**src/rtl/divide.sv**
```systemverilog
// Iterative restoring divider: one quotient bit per cycle, MSB first.
// Per-operand signedness; results wrap modulo 2^p_width.
module divide #(
  parameter int p_width = 4
) (
  input  logic               clk_i,
  input  logic               rst_i,
  input  logic               valid_i,
  output logic               ready_o,
  input  logic [p_width-1:0] a_i,
  input  logic [p_width-1:0] b_i,
  input  logic               a_signed_i,
  input  logic               b_signed_i,
  output logic               valid_o,
  input  logic               ready_i,
  output logic [p_width-1:0] quotient_o,
  output logic [p_width-1:0] remainder_o,
  output logic               div_by_zero_o
);

  localparam int cw = (p_width > 2) ? $clog2(p_width) : 1;
  localparam logic [cw-1:0] last = cw'(p_width - 1);

  typedef enum logic [1:0] {
    IDLE,
    CALC,
    DONE
  } state_t;

  state_t             state;
  logic [cw-1:0]      cnt;
  logic [p_width-1:0] r;
  logic [p_width-1:0] q;
  logic [p_width-1:0] b_mag;
  logic               q_neg;
  logic               r_neg;
  logic               dz;

  logic               a_neg;
  logic               b_neg;
  logic [p_width-1:0] a_mag;
  logic [p_width-1:0] b_abs;
  logic [p_width:0]   r_sh;
  logic [p_width:0]   diff;
  logic               ge;
  logic [p_width-1:0] r_nx;
  logic [p_width-1:0] q_nx;

  assign ready_o = (state == IDLE) & ~rst_i;

  always_comb begin
    a_neg = a_signed_i & a_i[p_width-1];
    b_neg = b_signed_i & b_i[p_width-1];
    a_mag = a_neg ? -a_i : a_i;
    b_abs = b_neg ? -b_i : b_i;
    r_sh  = {r, q[p_width-1]};
    diff  = r_sh - {1'b0, b_mag};
    // r_sh < 2*|b|, so a borrow out of the top bit means r_sh < |b|
    ge    = ~diff[p_width];
    r_nx  = ge ? diff[p_width-1:0] : r_sh[p_width-1:0];
    q_nx  = {q[p_width-2:0], ge};
  end

  always_ff @(posedge clk_i or posedge rst_i) begin
    if (rst_i) begin
      state         <= IDLE;
      cnt           <= '0;
      r             <= '0;
      q             <= '0;
      b_mag         <= '0;
      q_neg         <= 1'b0;
      r_neg         <= 1'b0;
      dz            <= 1'b0;
      valid_o       <= 1'b0;
      quotient_o    <= '0;
      remainder_o   <= '0;
      div_by_zero_o <= 1'b0;
    end else begin
      unique case (state)
        IDLE: begin
          if (valid_i) begin
            q     <= a_mag;
            b_mag <= b_abs;
            r     <= '0;
            cnt   <= '0;
            q_neg <= a_neg ^ b_neg;
            r_neg <= a_neg;
            dz    <= (b_i == '0);
            state <= CALC;
          end
        end
        CALC: begin
          r   <= r_nx;
          q   <= q_nx;
          cnt <= cnt + 1'b1;
          if (cnt == last) begin
            state         <= DONE;
            valid_o       <= 1'b1;
            quotient_o    <= dz ? '1
                           : (q_neg ? -q_nx : q_nx);
            remainder_o   <= r_neg ? -r_nx : r_nx;
            div_by_zero_o <= dz;
          end
        end
        DONE: begin
          if (ready_i) begin
            valid_o <= 1'b0;
            state   <= IDLE;
          end
        end
        default: state <= IDLE;
      endcase
    end
  end

endmodule

```
**config.mk**
```make
export PLATFORM = sky130hd
export DESIGN_NAME = divide
export DESIGN_NICKNAME = d
export VERILOG_FILES = /design/src/rtl/divide.sv
export SDC_FILE = /design/constraint.sdc
export NUM_CORES = 1
export LEC_CHECK = 0
export CORE_UTILIZATION = 35
export CTS_BUF_LIST = sky130_fd_sc_hd__clkbuf_4 sky130_fd_sc_hd__clkbuf_8
export DETAILED_ROUTE_END_ITERATION = 8
export DONT_BUFFER_PORTS = 1
export GPL_TIMING_DRIVEN = 0
export PLACE_DENSITY = 0.57
export SYNTH_ARGS = -nofsm -noshare
export SYNTH_HDL_FRONTEND = slang
export SYNTH_SLANG_ARGS = --single-unit
```
**constraint.sdc**
```tcl
create_clock -name clk_i -period 3.25 [get_ports clk_i]
set_clock_uncertainty 0.2 [all_clocks]
set_input_delay 0.65 -clock clk_i [delete_from_list [all_inputs] [get_ports clk_i]]
set_output_delay 0.65 -clock clk_i [all_outputs]
set_load 0.02 [all_outputs]
```
==> impl_metrics.toml, run 1 <==
[logic_synthesis]
synth.area.top_cells = "dfrtp_1 45%, ha_1 7.0%, nand2_1 5.4%"
syn_area_um2 = 1600
ys.flop_type = "dfrtp_1"
synth_edf_count = 0
ys_warn_count = 0
synth_top_area_share_pct = 45.35
synthMostInstantiatedCell = "dfrtp_1"
ys_seq_area_share_pct = 45.35
postSynthAreaPerCell_um2 = 9.526
yosysTopAreaCell = "dfrtp_1"
synth-seq-cells = 29
synth_cells = 168
ys_top_cells_by_count = "29 x dfrtp_1, 23 x nand2_1, 14 x inv_1"
synthDistinctLibCells = 31
synthArstFlopShare_pct = 100.0
syn_nets = 192

[grt]
antenna_found_initial = 0
grt_use_met2_pct = 23.19
grtUsageMet1_pct = 19.96
met3_usage_pct = 5.669
busiest_layer = "met2"
grt.overflow.total = 0
first_global_vias = 1183
grt_pass1_wl_mm = 5.637
grt_usage_pct = 15.25
grt_max_degree = 30

[status]
status = "finished, final reports clean"

[power]
p_leak_nw = 0.8181
power_mw = 2.266
p_int_mw = 1.257
clock_power_share_pct = 14.4
ir_drop_v = 0.0004104
power_frac_seq_pct = 32.7
pwr_density_cell_nw_per_um2 = 1282
comb_power_share_pct = 52.9
p_sw_share_pct = 44.51
p_switching_mw = 1.009

[place]
portBuffers = 0
dp_hpwl_mm = 2.477
pre_cts_slack_ns = 0.2261
place_inst = 220
gp_congestion = 0.8662

[sta]
tns_ns = 0
worst_slew_pin_slew_ns = 1.095
fin_crit_sh_pct = 92.27
report.final.setup_viol = 0
fmax_mhz = 333.5
final.min_clock_period_ns = 2.999
hold_viol = 0
rsz0062_at_grt = "false"
maxSlewHeadroom_pct = 26.93
finalMaxSlewViolations = 0
fin_ws_ns = 0.2513

[clock_network]
clk_pin_slew_worst_paths_ns = 0.07
clock_path_buffers = 2
cts-root-buf = "clkbuf_8"
cts_tree = "done"
cts_buffers = 5
post_cts_buffers = 0
cts-resized-gates = 0
clk_latency_ns = 0.28
cts.sinks = 29
ctsHtreeMaxLevel = 2
ctsHoldBuffers = 0

[run]
drv_cap = 0

[detailed_routing]
drtIter0Drc = 62
dr.pass1.iters = 4
drc_errors = 0
wl_mm = 3.277
avgRoutedWirePerCell_um = 14.37
postRouteAntennaNets = 0
num_vias = 1202
vias_per_cell = 5.272

[critical_path]
cp-start-kind = "flip-flop"
critical_path_class = "flip-flop to flip-flop"
required_ns = 3.22
endpoint_kind = "flip-flop"
arrival_ns = 2.97
cp_max_fo = 10

[floorplanning]
fp.dieW_um = 69.62
dieArea_um2 = 4847
core_area_um2 = 4384
die_h_um = 69.62
initial_core_util_pct = 36.50
pin_count = 25
rows = 24

[worst_hold_path]
hp-class = "input pin to flip-flop"

[final_layout]
nNetsFinal = 199
antenna_cells = 0
finalCoreUtilization_pct = 40.30
fin_cells = 228
areaGrowthSynthToFinish_pct = 10.40
layout-drive-gt1-share_pct = 9.091
## metrics by stage
step | hold WS, ns | instance area, um2
6_report | 0.2521 | 1767
5_1_grt | 0.2385 | 1767
4_1_cts | 0.2461 | 1767
3_5_place_dp | 0.2721 | 1665
3_3_place_gp | 0.2744 | 1665
2_1_floorplan | 0.2498 | 1600
## final cells by class
type | count | area (um2)
Fill cell | 445 | 2618
Multi-Input combinational cell | 120 | 800.8
Sequential cell | 29 | 725.7
Clock buffer | 7 | 96.34
Tap cell | 52 | 65.06
Inverter | 14 | 52.55
Buffer | 5 | 21.27
Clock inverter | 1 | 5.005
## worst max-delay path, cell delays in order, from the launching register on
cell      delay (ns)
dfrtp_1         0.39
inv_1           0.06
ha_1            0.22
fa_1            0.41
nand2b_1        0.20
a21oi_4         0.19
xnor2_4         0.22
nor2_1          0.07
a21oi_1         0.27
ha_1            0.29
nand2_1         0.06
o21ai_1         0.05
mux2_2          0.25
## cell families after synthesis
logic type	count (synthesis)	share of synthesized area, %
AOI/OAI and AO/OA	43	16.26
DFF	29	45.35
and+or+nand+nor	48	12.74
adders and majority gates	10	8.288
xor gates and xnor gates	10	6.646
buffers and inverters	19	4.613
muxes	9	6.098
## layer usage
metal / part of all wire (%) / routed length, um
met5: 0 / 0
met3: 4.5 / 147
met4: 1.2 / 38
met2: 46 / 1504
met1: 48 / 1587
## layout by cell type, fill, tap and decap left out, types with 6 or more instances in the layout
cell type  instances
clkbuf_8           7
nand2_1           23
o21ai_1           10
o21ai_0           10
nor2_1            13
mux2i_1            6
ha_1               9
dfrtp_1           29
inv_1             14
a21oi_1           10
xnor2_1            6
## power by group through the flow
stage / registers, mW / clock network (mW) / logic (mW)
final: 0.740 / 0.327 / 1.20
after global routing: 0.763 / 0.359 / 1.37
after CTS: 0.741 / 0.334 / 1.22
after detailed placement: 0.746 / 0 / 1.22
after global placement: 0.740 / 0 / 1.17
after floorplan: 0.705 / 0 / 1.01
## registers in the layout, indices dropped and copies added (netlist names)
name and cells:
b_mag 4, q 4, quotient_o 4, r 4, remainder_o 4, cnt 2
state 2, div_by_zero_o 1, dz 1, q_neg 1, r_neg 1, valid_o 1
## final timing paths
check	start	endpoint	slack, ns	depth (start not counted)
worst max-delay path	q[3]	remainder_o[1]	0.25	12
worst min-delay path	ready_i	state[1]	0.25	1
worst max register to register	q[3]	remainder_o[1]	0.25	12
worst min register to register	b_mag[2]	b_mag[2]	0.29	2
max in group asynchronous	rst_i	quotient_o[3]	1.85	1
min in group asynchronous	rst_i	valid_o	0.33	1
Note: power is estimated with default switching activity, not from simulation.
==> run 2: changes to the inputs <==
--- a/config.mk
+++ b/config.mk
@@ -5,12 +5,12 @@
 export SDC_FILE = /design/constraint.sdc
 export NUM_CORES = 1
 export LEC_CHECK = 0
-export CORE_UTILIZATION = 35
+export CORE_UTILIZATION = 55
 export CTS_BUF_LIST = sky130_fd_sc_hd__clkbuf_4 sky130_fd_sc_hd__clkbuf_8
 export DETAILED_ROUTE_END_ITERATION = 8
 export DONT_BUFFER_PORTS = 1
 export GPL_TIMING_DRIVEN = 0
-export PLACE_DENSITY = 0.57
+export PLACE_DENSITY = 0.7
 export SYNTH_ARGS = -nofsm -noshare
 export SYNTH_HDL_FRONTEND = slang
 export SYNTH_SLANG_ARGS = --single-unit
==> impl_metrics.toml, run 2 (synthesized netlist as in run 1, its figures left out) <==
[status]
status = "finished, final reports clean"

[critical_path]
endpoint_kind = "flip-flop"
arrival_ns = 3.09
cp_max_fo = 10
critical_path_class = "flip-flop to flip-flop"
r2r_cells = 11
cp-start-kind = "flip-flop"
required_ns = 3.27

[floorplanning]
die_h_um = 55.94
pin_count = 25
core_area_um2 = 2758
dieArea_um2 = 3129
fp.dieW_um = 55.94
initial_core_util_pct = 58.03
rows = 19

[grt]
grt_usage_pct = 21.78
grt_pass1_wl_mm = 5.154
grt.overflow.total = 0
antenna_found_initial = 0
grt_max_degree = 30
first_global_vias = 1223

[clock_network]
clk_pin_slew_worst_paths_ns = 0.09
cts.sinks = 29
cts_tree = "done"
cts-root-buf = "clkbuf_4"
clock_path_buffers = 2
cts_buffers = 5
clk_latency_ns = 0.33
ctsHtreeMaxLevel = 2

[sta]
tns_ns = 0
fin_crit_sh_pct = 94.41
worst_slew_pin_slew_ns = 1.067
fin_ws_ns = 0.1818
rsz0062_at_grt = "false"
report.final.setup_viol = 0
maxSlewHeadroom_pct = 28.79
finalMaxSlewViolations = 0
final.min_clock_period_ns = 3.068
hold_viol = 0
fmax_mhz = 325.9

[detailed_routing]
avgRoutedWirePerCell_um = 14.21
dr.pass1.iters = 4
postRouteAntennaNets = 0
vias_per_cell = 5.738
drtIter0Drc = 45
num_vias = 1182
wl_mm = 2.927
drc_errors = 0

[final_layout]
antenna_cells = 0
layout-drive-gt1-share_pct = 9.143
mostFrequentLayoutCells = "29 x dfrtp_1, 23 x nand2_1, 14 x inv_1"
areaGrowthSynthToFinish_pct = 6.333
final_common_cell = "dfrtp_1"
fin_cells = 206
n_fill_cell = 250
nNetsFinal = 199
fin_area_um2 = 1702

[place]
pre_cts_slack_ns = 0.1677
dpl_cell_area_um2 = 1639
gp_congestion = 0.8576
dp_hpwl_mm = 2.237
place_inst = 199
portBuffers = 0

[power]
ir_drop_v = 0.0007507
pwr_density_cell_nw_per_um2 = 1279
p_leak_nw = 0.7991

[worst_hold_path]
hp-class = "input pin to flip-flop"
hold_path_depth = 1

[run]
drv_cap = 0
[run 2: cell types whose count changed in the layout (fill, tap and decap cells not counted)]
cell,change
a21oi_1,-1
clkbuf_8,-6
a21oi_2,+1
clkinv_2,-1
clkbuf_4,+6
[run 2: cell type report]
cell class | instances | area, um2 | area share [%]
multi-input cells | 120 | 804.5 | 47.28
well taps | 31 | 38.79 | 2.279
plain buffers | 5 | 21.27 | 1.250
flip-flops and latches | 29 | 725.7 | 42.65
clock buffers | 7 | 58.81 | 3.456
inverters | 14 | 52.55 | 3.088
[run 2: through the flow]
stage	utilization, %	hold slack (ns)	power (mW)
final	61.71	0.1982	2.177
after global routing	61.71	0.1869	2.396
after CTS	61.57	0.1960	2.189
after detailed placement	59.44	0.2760	1.961
after global placement	59.44	0.2714	1.897
after floorplan	-	0.2498	1.712
[run 2: metal layers]
metal  wire length (um)  track usage, %  vias to the layer above
li1                   -               -                      589
met1               1311           26.38                      553
met2               1385           35.63                       31
met3                157           5.814                        9
met4                 72           11.50                        0
met5                  0               0                        -
[run 2: power breakdown]
| group | internal, mW | total [mW] | switching, mW |
|---|---|---|---|
| logic | 0.540 | 1.22 | 0.675 |
| clock network | 0.110 | 0.228 | 0.118 |
| registers | 0.531 | 0.733 | 0.202 |
[run 2: worst paths after layout]
kind / start / to / slack, ns
setup / recovery: q[3] / remainder_o[1] / 0.18
min in group asynchronous: rst_i / r[2] / 0.27
hold reg to reg: b_mag[2] / b_mag[2] / 0.29
setup reg to reg: q[3] / remainder_o[1] / 0.18
max in group asynchronous: rst_i / quotient_o[3] / 1.94
hold / removal: b_i[2] / dz / 0.20
[run 2: worst max-delay path, cell delays in order, from the launching register on]
cell      delay, ns
dfrtp_1        0.43
inv_1          0.07
ha_1           0.22
fa_1           0.41
nand2b_1       0.20
a21oi_4        0.19
xnor2_4        0.22
mux2_4         0.35
ha_1           0.27
nand2_1        0.06
o21ai_1        0.07
mux2_2         0.27
[run 2: repair_timing]
item,4_1_cts,5_1_grt
setup endpoints to repair,0,1
hold buffers,0,0
setup buffers,0,0
resized for setup,0,1
